[src/rtl/bcd_calc_pkg.sv]
// Shared types for the digit-serial BCD calculator.
// SUBTRACT_EN adds the FIX state used to ten's-complement negative differences.
package bcd_calc_pkg;

   localparam int DIGIT_W = 4;

   typedef logic [DIGIT_W-1:0] bcd_t;

   typedef enum logic [2:0] {
      ENTER_A,
      ENTER_B,
      ADD,
`ifdef SUBTRACT_EN
      FIX,
`endif
      DONE
   } calc_state_e;

   function automatic logic is_bcd(input bcd_t d);
      return (d <= 4'd9);
   endfunction

endpackage

[src/rtl/bcd_calc_if.sv]
// Keypad-side and display-side signals of the BCD calculator core.
// master = keypad/display controller, slave = calculator core.
interface bcd_calc_if #(
   parameter int N_DIGITS = 4
);
   import bcd_calc_pkg::*;

   logic                         push;
   logic                         guardar;
   bcd_t                         entrada;
   logic                         op_sub;
   logic [DIGIT_W*N_DIGITS-1:0]  display;
   logic [DIGIT_W*N_DIGITS-1:0]  resultado;
   logic                         busy;
   logic                         done;
   logic                         overflow;
   logic                         neg;
   logic                         err;

   modport master (
      output push, guardar, entrada, op_sub,
      input  display, resultado, busy, done, overflow, neg, err
   );

   modport slave (
      input  push, guardar, entrada, op_sub,
      output display, resultado, busy, done, overflow, neg, err
   );

endinterface

[src/rtl/bcd_digit_adder.sv]
// Single-digit BCD adder; sub selects the nine's complement of b.
module bcd_digit_adder
   import bcd_calc_pkg::*;
(
   input  bcd_t a,
   input  bcd_t b,
   input  logic cin,
   input  logic sub,
   output bcd_t sum,
   output logic cout
);

   bcd_t       b_eff;
   logic [4:0] raw;

   always_comb begin
      b_eff = sub ? bcd_t'(4'd9 - b) : b;
      raw   = {1'b0, a} + {1'b0, b_eff} + {4'd0, cin};
      if (raw > 5'd9) begin
         sum  = bcd_t'(raw - 5'd10);
         cout = 1'b1;
      end else begin
         sum  = raw[3:0];
         cout = 1'b0;
      end
   end

endmodule

[src/rtl/bcd_calc_core.sv]
// Digit-serial BCD calculator: two keypad operands, one digit added per cycle.
// Define SUBTRACT_EN to honour op_sub (FIX state and neg flag).
module bcd_calc_core
   import bcd_calc_pkg::*;
#(
   parameter int N_DIGITS = 4
) (
   input  logic       clk,
   input  logic       rst,
   bcd_calc_if.slave  bus
);

   localparam int W     = DIGIT_W * N_DIGITS;
   localparam int IDX_W = (N_DIGITS > 1) ? $clog2(N_DIGITS) : 1;
   localparam int CNT_W = $clog2(N_DIGITS + 1);
   localparam logic [IDX_W-1:0] LAST_IDX = IDX_W'(N_DIGITS - 1);
   localparam logic [CNT_W-1:0] FULL_CNT = CNT_W'(N_DIGITS);

   calc_state_e           state;
   bcd_t [N_DIGITS-1:0]   numero;
   bcd_t [N_DIGITS-1:0]   numero_sv;
   bcd_t [N_DIGITS-1:0]   res;
   logic [W-1:0]          numero_shift;
   logic [CNT_W-1:0]      count;
   logic [IDX_W-1:0]      idx;
   logic                  carry;
   logic                  sub_q;
   logic                  done_q;
   logic                  err_q;
   logic                  ovf_q;

   bcd_t                  add_a;
   bcd_t                  add_b;
   bcd_t                  add_sum;
   logic                  add_sub;
   logic                  add_cout;

   // Truncating the concatenation drops the MSD and stays legal for N_DIGITS == 1.
   assign numero_shift = W'({numero, bus.entrada});

   always_comb begin
      add_a   = numero_sv[idx];
      add_b   = numero[idx];
      add_sub = sub_q;
`ifdef SUBTRACT_EN
      // FIX computes 0 - res digit by digit, reusing the same adder.
      if (state == FIX) begin
         add_a   = '0;
         add_b   = res[idx];
         add_sub = 1'b1;
      end
`endif
   end

   bcd_digit_adder u_adder (
      .a    (add_a),
      .b    (add_b),
      .cin  (carry),
      .sub  (add_sub),
      .sum  (add_sum),
      .cout (add_cout)
   );

`ifdef SUBTRACT_EN
   logic neg_q;
   assign bus.neg = neg_q;
`else
   logic unused_op_sub;
   assign unused_op_sub = bus.op_sub;
   assign sub_q         = 1'b0;
   assign bus.neg       = 1'b0;
`endif

   always_ff @(posedge clk) begin
      if (!rst) begin
         state     <= ENTER_A;
         numero    <= '0;
         numero_sv <= '0;
         res       <= '0;
         count     <= '0;
         idx       <= '0;
         carry     <= 1'b0;
         done_q    <= 1'b0;
         err_q     <= 1'b0;
         ovf_q     <= 1'b0;
`ifdef SUBTRACT_EN
         sub_q     <= 1'b0;
         neg_q     <= 1'b0;
`endif
      end else begin
         done_q <= 1'b0;
         err_q  <= 1'b0;
         case (state)
            ENTER_A, ENTER_B: begin
               if (bus.guardar) begin
                  if (state == ENTER_A) begin
                     numero_sv <= numero;
                     numero    <= '0;
                     count     <= '0;
                     state     <= ENTER_B;
                  end else begin
                     idx   <= '0;
                     ovf_q <= 1'b0;
`ifdef SUBTRACT_EN
                     sub_q <= bus.op_sub;
                     carry <= bus.op_sub;
                     neg_q <= 1'b0;
`else
                     carry <= 1'b0;
`endif
                     state <= ADD;
                  end
               end else if (bus.push) begin
                  if (!is_bcd(bus.entrada)) begin
                     err_q <= 1'b1;
                  end else if (count != FULL_CNT) begin
                     numero <= numero_shift;
                     count  <= count + 1'b1;
                  end
               end
            end

            ADD: begin
               res[idx] <= add_sum;
               carry    <= add_cout;
               idx      <= idx + 1'b1;
               if (idx == LAST_IDX) begin
`ifdef SUBTRACT_EN
                  // No end-around carry on a subtract means the difference is negative.
                  if (sub_q && !add_cout) begin
                     idx   <= '0;
                     carry <= 1'b1;
                     state <= FIX;
                  end else begin
                     ovf_q  <= add_cout & ~sub_q;
                     done_q <= 1'b1;
                     state  <= DONE;
                  end
`else
                  ovf_q  <= add_cout;
                  done_q <= 1'b1;
                  state  <= DONE;
`endif
               end
            end

`ifdef SUBTRACT_EN
            FIX: begin
               res[idx] <= add_sum;
               carry    <= add_cout;
               idx      <= idx + 1'b1;
               if (idx == LAST_IDX) begin
                  neg_q  <= 1'b1;
                  done_q <= 1'b1;
                  state  <= DONE;
               end
            end
`endif

            DONE: begin
               if (bus.guardar) begin
                  numero_sv <= res;
                  numero    <= '0;
                  count     <= '0;
                  state     <= ENTER_B;
               end else if (bus.push) begin
                  if (!is_bcd(bus.entrada)) begin
                     err_q <= 1'b1;
                  end else begin
                     numero_sv <= '0;
                     numero    <= W'(bus.entrada);
                     count     <= CNT_W'(1);
                     state     <= ENTER_A;
                  end
               end
            end

            default: state <= ENTER_A;
         endcase
      end
   end

   assign bus.display   = (state == DONE) ? res : numero;
   assign bus.resultado = res;
`ifdef SUBTRACT_EN
   assign bus.busy      = (state == ADD) || (state == FIX);
`else
   assign bus.busy      = (state == ADD);
`endif
   assign bus.done      = done_q;
   assign bus.overflow  = ovf_q;
   assign bus.err       = err_q;

endmodule
[src/flat_wrapper.sv]
// flat-port wrapper written by rule: the top's interface ports become plain ports
module bcd_calc_core_flat import bcd_calc_pkg::*;
#(
   parameter int N_DIGITS = 4
)
  (clk, rst, bus_push, bus_guardar, bus_entrada, bus_op_sub, bus_display, bus_resultado, bus_busy, bus_done, bus_overflow, bus_neg, bus_err);
  bcd_calc_if #(.N_DIGITS(N_DIGITS)) bus_i ();
  input  logic clk;
  input  logic rst;
  input wire logic [$bits(bus_i.push)-1:0] bus_push;
  input wire logic [$bits(bus_i.guardar)-1:0] bus_guardar;
  input wire logic [$bits(bus_i.entrada)-1:0] bus_entrada;
  input wire logic [$bits(bus_i.op_sub)-1:0] bus_op_sub;
  output wire logic [$bits(bus_i.display)-1:0] bus_display;
  output wire logic [$bits(bus_i.resultado)-1:0] bus_resultado;
  output wire logic [$bits(bus_i.busy)-1:0] bus_busy;
  output wire logic [$bits(bus_i.done)-1:0] bus_done;
  output wire logic [$bits(bus_i.overflow)-1:0] bus_overflow;
  output wire logic [$bits(bus_i.neg)-1:0] bus_neg;
  output wire logic [$bits(bus_i.err)-1:0] bus_err;
  assign bus_i.push = bus_push;
  assign bus_i.guardar = bus_guardar;
  assign bus_i.entrada = bus_entrada;
  assign bus_i.op_sub = bus_op_sub;
  assign bus_display = bus_i.display;
  assign bus_resultado = bus_i.resultado;
  assign bus_busy = bus_i.busy;
  assign bus_done = bus_i.done;
  assign bus_overflow = bus_i.overflow;
  assign bus_neg = bus_i.neg;
  assign bus_err = bus_i.err;
  bcd_calc_core #(.N_DIGITS(N_DIGITS)) u_core (.clk(clk), .rst(rst), .bus(bus_i));
endmodule
[config.mk]
export PLATFORM = sky130hd
export DESIGN_NAME = bcd_calc_core_flat
export DESIGN_NICKNAME = d
export VERILOG_FILES = /design/src/rtl/bcd_calc_pkg.sv /design/src/rtl/bcd_calc_if.sv /design/src/rtl/bcd_digit_adder.sv /design/src/rtl/bcd_calc_core.sv /design/src/flat_wrapper.sv
export SDC_FILE = /design/constraint.sdc
export NUM_CORES = 1
export LEC_CHECK = 0
export ABC_AREA = 1
export CORE_ASPECT_RATIO = 1.1
export CORE_MARGIN = 2
export CORE_UTILIZATION = 55
export DETAILED_ROUTE_END_ITERATION = 10
export PLACE_DENSITY = 0.8
export SYNTH_ARGS = -nofsm -noshare
export SYNTH_HDL_FRONTEND = slang
export SYNTH_SLANG_ARGS = --single-unit
[constraint.sdc]
create_clock -name clk -period 3.41 [get_ports clk]
set_clock_uncertainty 0.15 [all_clocks]
set_input_delay 0.341 -clock clk [delete_from_list [all_inputs] [get_ports clk]]
set_output_delay 0.341 -clock clk [all_outputs]
set_load 0.02 [all_outputs]
Word-level counts from Yosys, hierarchy flattened
Index checks and enable logic that the tools add are counted.

Logic and storage cells: 110. Output and inout bits: 37. Input port bits: 9. Flip-flop bits (word level): 60.

Bitwise logic cells: 3. Magnitude comparators: 4. Multiplexer cells: 51. $add $sub $neg: 5. Equal/unequal tests: 15. Reductions and logical operators: 13.

Operators with widths (number): two-way mux 16 bit (14); case mux 16 bit (2 select lines) (2); two-way mux 3 bit (13); binary-select mux 4 bit (select 2 bit) (2); bitwise mux 16 bit (1); two-way mux 4 bit (4); != test 3 x 2 -> 1 bit (second input constant) (4); != test 3 bit (second input constant) (3); case mux 3 bit (3 select lines) (1); demux 4 bit (select 2 bit) (1); AND reduction 4 bit (2); AND reduction 7 bit (1); == test 3 x 2 -> 1 bit (second input constant) (2); two-way mux 1 bit (6); two-way mux 2 bit (3); case mux 3 bit (2 select lines) (1); adder 4 x 4 -> 5 bit (1); adder 5 x 1 -> 5 bit (1); > comparator 5 x 4 -> 1 bit (second input constant) (1); AND reduction 5 bit (1); <= comparator 4 bit (second input constant) (1); != test 2 x 1 -> 1 bit (second input constant) (2); != test 2 bit (second input constant) (2); case mux 1 bit (2 select lines) (2); other kinds (17) (20).

Logic depth before layout (Yosys ltp)
Gate-level depths: netlist (run 1).

Depth in word-level cells: 8. Depth in mapped cells: 19. Mapped depth without buffers: 18.

Cells and area by module
From an unflattened synthesis (run 1), not the netlist that was laid out.

Cells, all modules: 515. Area, all modules: 3522.1 sq um.

By module, submodules not included: bcd_calc_core (cells an instance 455, sequential area each 1181.1 sq um, area an instance 3165.5 sq um, instances 1); bcd_digit_adder (cells an instance 60, sequential area each 0.0 sq um, area an instance 356.6 sq um, instances 1).

Worst setup path before layout (run 1)
Ideal clock, no wire load.

Path kind: flip-flop to flip-flop. Start point: register u_core.idx[0]. End point: register u_core.res, in the netlist u_core.bus.resultado[3]. Stages on the path, launching flop included: 18. Setup time: 0.056 ns. Path slack: 0.464 ns. Arrival time: 2.741 ns. Path buffers: 1. Cell sequence: dfxtp_1 -> inv_1 -> clkbuf_1 -> o21ai_0 -> o22ai_1 -> fa_1 -> fa_1 -> inv_1 -> ha_1 -> inv_1 -> nor2_1 -> a21oi_1 -> nand2_1 -> nand2_1 -> nand2_1 -> nand3_1 -> nand2_1 -> inv_1.

Cells in the longest elaborated chain, start to end: 7.

RTL lines: from (decl) (line bcd_calc_core.sv:25) `logic [IDX_W-1:0] idx;`; from (signal assigned) (line bcd_calc_core.sv:126) `idx <= idx + 1'b1;`; binary-select mux 4 bit (select 2 bit) (on tied branches) (line bcd_calc_core.sv:42, bcd_calc_core.sv:43); two-way mux 4 bit (on tied branches) (line bcd_calc_core.sv:42, bcd_calc_core.sv:43); adder 4 x 4 -> 5 bit (line bcd_digit_adder.sv:18) `raw = {1'b0, a} + {1'b0, b_eff} + {4'd0, cin};`; adder 5 x 1 -> 5 bit (line bcd_digit_adder.sv:18); subtractor 4 bit / > comparator 5 x 4 -> 1 bit (equally long branches) (line bcd_digit_adder.sv:20, bcd_digit_adder.sv:19); two-way mux 4 bit (line bcd_digit_adder.sv:19) `if (raw > 5'd9) begin`; bitwise mux 16 bit * (line bcd_calc_core.sv:124) `res[idx] <= add_sum;`; to (signal, indexed assignment) (line bcd_calc_core.sv:124); to (decl) (line bcd_calc_core.sv:22) `bcd_t [N_DIGITS-1:0] res;`.

Every way passes the cells marked *; elsewhere a longest branch is shown, timed or not. The select of a mux whose other input is x is not followed. A chain may end at the register's enable or synchronous reset.

Worst setup path in the final report (run 1)
Start point: register u_core.idx[0]. End point: register u_core.res, in the netlist u_core.bus.resultado[15].

The elaborated chain is that of the path after synthesis.

==> results of run 1 <==
==> report_power, final <==
part	switching [mW]	internal, mW
sequential	0.146	0.897
combinational	1.85	0.945
clock	0.271	0.317
total	2.27	2.16
==> registers in the layout (all words and copies together) (netlist names) <==
name and count:
u_core.count 3, u_core.bus.err 1, u_core.idx 2, u_core.state 2
u_core.numero 16, u_core.carry 1, u_core.bus.resultado 16, u_core.bus.done 1
u_core.bus.overflow 1, u_core.numero_sv 16
==> cell usage after synthesis <==
master | number | share of area (%)
a211oi_1 | 2 | 0.45
a21oi_1 | 41 | 6.2
a21oi_2 | 5 | 1.3
buf_1 | 2 | 0.23
buf_2 | 4 | 0.60
buf_4 | 2 | 0.45
buf_6 | 6 | 2.0
clkbuf_1 | 10 | 1.1
conb_1 | 1 | 0.11
dfxtp_1 | 59 | 35
fa_1 | 2 | 1.2
ha_1 | 14 | 5.3
inv_1 | 50 | 5.6
inv_2 | 3 | 0.34
inv_4 | 3 | 0.56
nand2_1 | 99 | 11
nand2_2 | 2 | 0.38
nand2_4 | 3 | 1.0
nand3_1 | 34 | 5.1
nand4_1 | 1 | 0.19
nor2_1 | 77 | 8.7
nor2_2 | 1 | 0.19
nor2_4 | 1 | 0.34
nor2_8 | 1 | 0.60
nor3_1 | 1 | 0.15
nor3_4 | 1 | 0.49
nor4_1 | 1 | 0.19
o21ai_0 | 47 | 7.1
o21ai_1 | 13 | 2.0
o21ai_2 | 1 | 0.26
o22ai_1 | 7 | 1.3
==> cells in the final DEF, fill, tap and decap left out, types with 13 or more instances in the layout <==
master and n:
nand2_1 99, nor2_1 77, dfxtp_1 58, inv_1 50, o21ai_0 47, clkdlybuf4s50_1 43, a21oi_1 41, nand3_1 34
ha_1 14, o21ai_1 13
==> routing by layer <==
layer / GRT usage [%] / share of wire (%) / up-vias
met5: 0 / 0 / -
met4: 15.15 / 3.8 / 0
met3: 6.842 / 7.4 / 37
met2: 47.34 / 47 / 141
met1: 33.75 / 42 / 1572
li1: - / - / 1664
==> through the flow <==
stage          hold slack, ns  utilization, %
5_1_grt                0.3324           68.08
6_report               0.3162           68.08
3_5_place_dp           0.3067           64.94
3_3_place_gp           0.3008           64.94
4_1_cts                0.3151           68.02
2_1_floorplan          0.2858               -
==> cell families after synthesis <==
family / synth area share (%)
flip-flops: 35.46
other: 0.1126
adder cells (fa/ha/maj): 6.461
buffers and inverters: 10.97
AND/OR/NAND/NOR: 28.48
AO/OA/AOI/OAI: 18.52
==> critical path, cell delays in order, from the launching register on <==
cell and delay, ns:
dfxtp_2 0.38, inv_1 0.10, o21ai_0 0.16, o22ai_1 0.11, fa_2 0.41, fa_1 0.40
inv_1 0.07, nand2_1 0.04, nand2_1 0.12, ha_1 0.20, inv_1 0.06, nor2_1 0.09
a21oi_1 0.05, nand2_1 0.12, nand2_1 0.14, nand2_1 0.16, nand3_1 0.13, nand2_1 0.08
inv_1 0.04
==> worst min path at each step <==
stage	start	depth (start not counted)	to	slack (ns)
3_3_place_gp	u_core.numero_sv[8]	2	u_core.numero_sv[8]	0.30
3_5_place_dp	u_core.numero_sv[4]	2	u_core.numero_sv[4]	0.31
4_1_cts	u_core.numero_sv[4]	2	u_core.numero_sv[4]	0.32
2_1_floorplan	u_core.numero_sv[4]	2	u_core.numero_sv[4]	0.29
5_1_grt	u_core.numero_sv[4]	2	u_core.numero_sv[4]	0.33
6_report	u_core.numero_sv[4]	2	u_core.numero_sv[4]	0.32
==> area by class of cell <==
| class | count | area, um2 |
|---|---|---|
| clock buffers | 13 | 168.9 |
| repair buffers | 51 | 490.5 |
| fillers | 530 | 1853 |
| inverters | 56 | 217.7 |
| clock inverters | 2 | 10.01 |
| flip-flops and latches | 59 | 1182 |
| multi-input cells | 355 | 1787 |
| well taps | 77 | 96.34 |
==> impl_metrics.env, run 1 <==
export IMPL_status="complete, no violations"
export IMPL_design_area_um2=3953
export IMPL_reg2reg_from="u_core.idx[0]"
export IMPL_start_util_pct=57.37
export IMPL_dpl_worst_slack_ns=0.2279
export IMPL_rsz0062_at_grt="false"
export IMPL_power_mw=4.429
export IMPL_syn_area_um2=3331
export IMPL_h_tree_depth=3
export IMPL_worstSetupStartpointType="register"
export IMPL_synth_seq_cells=59
export IMPL_place_hpwl_mm=6.471
export IMPL_cts_sinks=59
export IMPL_critPathCapture="u_core.bus.resultado[15]"
export IMPL_antenna_found_initial=0
export IMPL_finalCritPeriodShare_pct=91.09
export IMPL_finalSetupViolCount=0
export IMPL_num_antenna_cells=0
export IMPL_fmaxAchievable_mhz=321.9
export IMPL_drt_first_pass_iters=5
export IMPL_clockBufferDepth=2
export IMPL_dpl_cell_count=598
export IMPL_grt_pass1_wl_mm=14.80
export IMPL_vias=3414
export IMPL_cts_tree="yes"
export IMPL_clock_latency_ns=0.34
export IMPL_worst_slack_ns=0.3037
export IMPL_antenna_left=0
export IMPL_avgSynthCellArea_um2=6.742
export IMPL_drive_gt1_share_pct=8.396
export IMPL_maxCapViolCount=0
export IMPL_cp_data_arrival_time_ns=3.19
export IMPL_via_per_inst=5.569
export IMPL_r2r_cells=18
export IMPL_worst_slew_pin_transition_ns=0.5697
export IMPL_cts_root_buf="clkbuf_8"
export IMPL_placedInstanceArea_um2=3770
export IMPL_hold_buffers=0
export IMPL_areaGrowthSynthToFinish_pct=18.67
export IMPL_die_h_um=85.62
export IMPL_ys_warn_count=0
export IMPL_final_nets=557
export IMPL_crit_fanout=7
export IMPL_drc=0
export IMPL_path_class="reg2reg"
export IMPL_holdCritPathClass="reg2reg"
export IMPL_post_cts_resized=0
export IMPL_yosysUniqueCellTypes=31
export IMPL_synth_cells=494
export IMPL_ys_seq_area_share_pct=35.46
export IMPL_drt_iter0_drc=367
export IMPL_coreArea_um2=5806
export IMPL_relSlewSlack_pct=61.96
export IMPL_rrSetupSlack_ns=0.30
export IMPL_end_kind="register"
export IMPL_fin_setup_tns_ns=0
export IMPL_final_hold_violation_count=0
export IMPL_cts_clk_slew_worst_paths_ns=0.06
export IMPL_gp_congestion=0.9453
export IMPL_grt_pass1_vias=3228
export IMPL_wl_mm=9.216
export IMPL_final_max_slew_viol_count=0
export IMPL_die_area_um2=6695
export IMPL_grt_max_degree=33
export IMPL_grtUsageTotal_pct=28.35
export IMPL_top_level_ports=46
export IMPL_timing_rr_end="u_core.bus.resultado[15]"
export IMPL_rows=29
export IMPL_ir_worst_vdd_mv=1.098
export IMPL_grt_ovfl_total=0
export IMPL_numPortBuffers=43
export IMPL_crit_start="u_core.idx[0]"
export IMPL_die_width_um=78.20
export IMPL_p_per_area_nw_per_um2=1120
export IMPL_wl_per_cell_um=15.03
export IMPL_required_ns=3.49
export IMPL_numCtsBuffers=9
export IMPL_leakage_nw=1.752
export IMPL_period_needed_ns=3.106
export IMPL_fin_cells=613
export IMPL_postCtsSetupBuffers=0
export IMPL_syn_num_nets=519
No activity file was read; power rests on OpenSTA's default activity.
==> run 2, diff against run 1 <==
--- a/config.mk
+++ b/config.mk
@@ -10,6 +10,8 @@
 export CORE_MARGIN = 2
 export CORE_UTILIZATION = 55
 export DETAILED_ROUTE_END_ITERATION = 10
+export GPL_TIMING_DRIVEN = 1
+export HOLD_SLACK_MARGIN = 0.05
 export PLACE_DENSITY = 0.8
 export SYNTH_ARGS = -nofsm -noshare
 export SYNTH_HDL_FRONTEND = slang
==> results of run 2 <==
Final layout, timing and power as in run 1 (identical DEF).
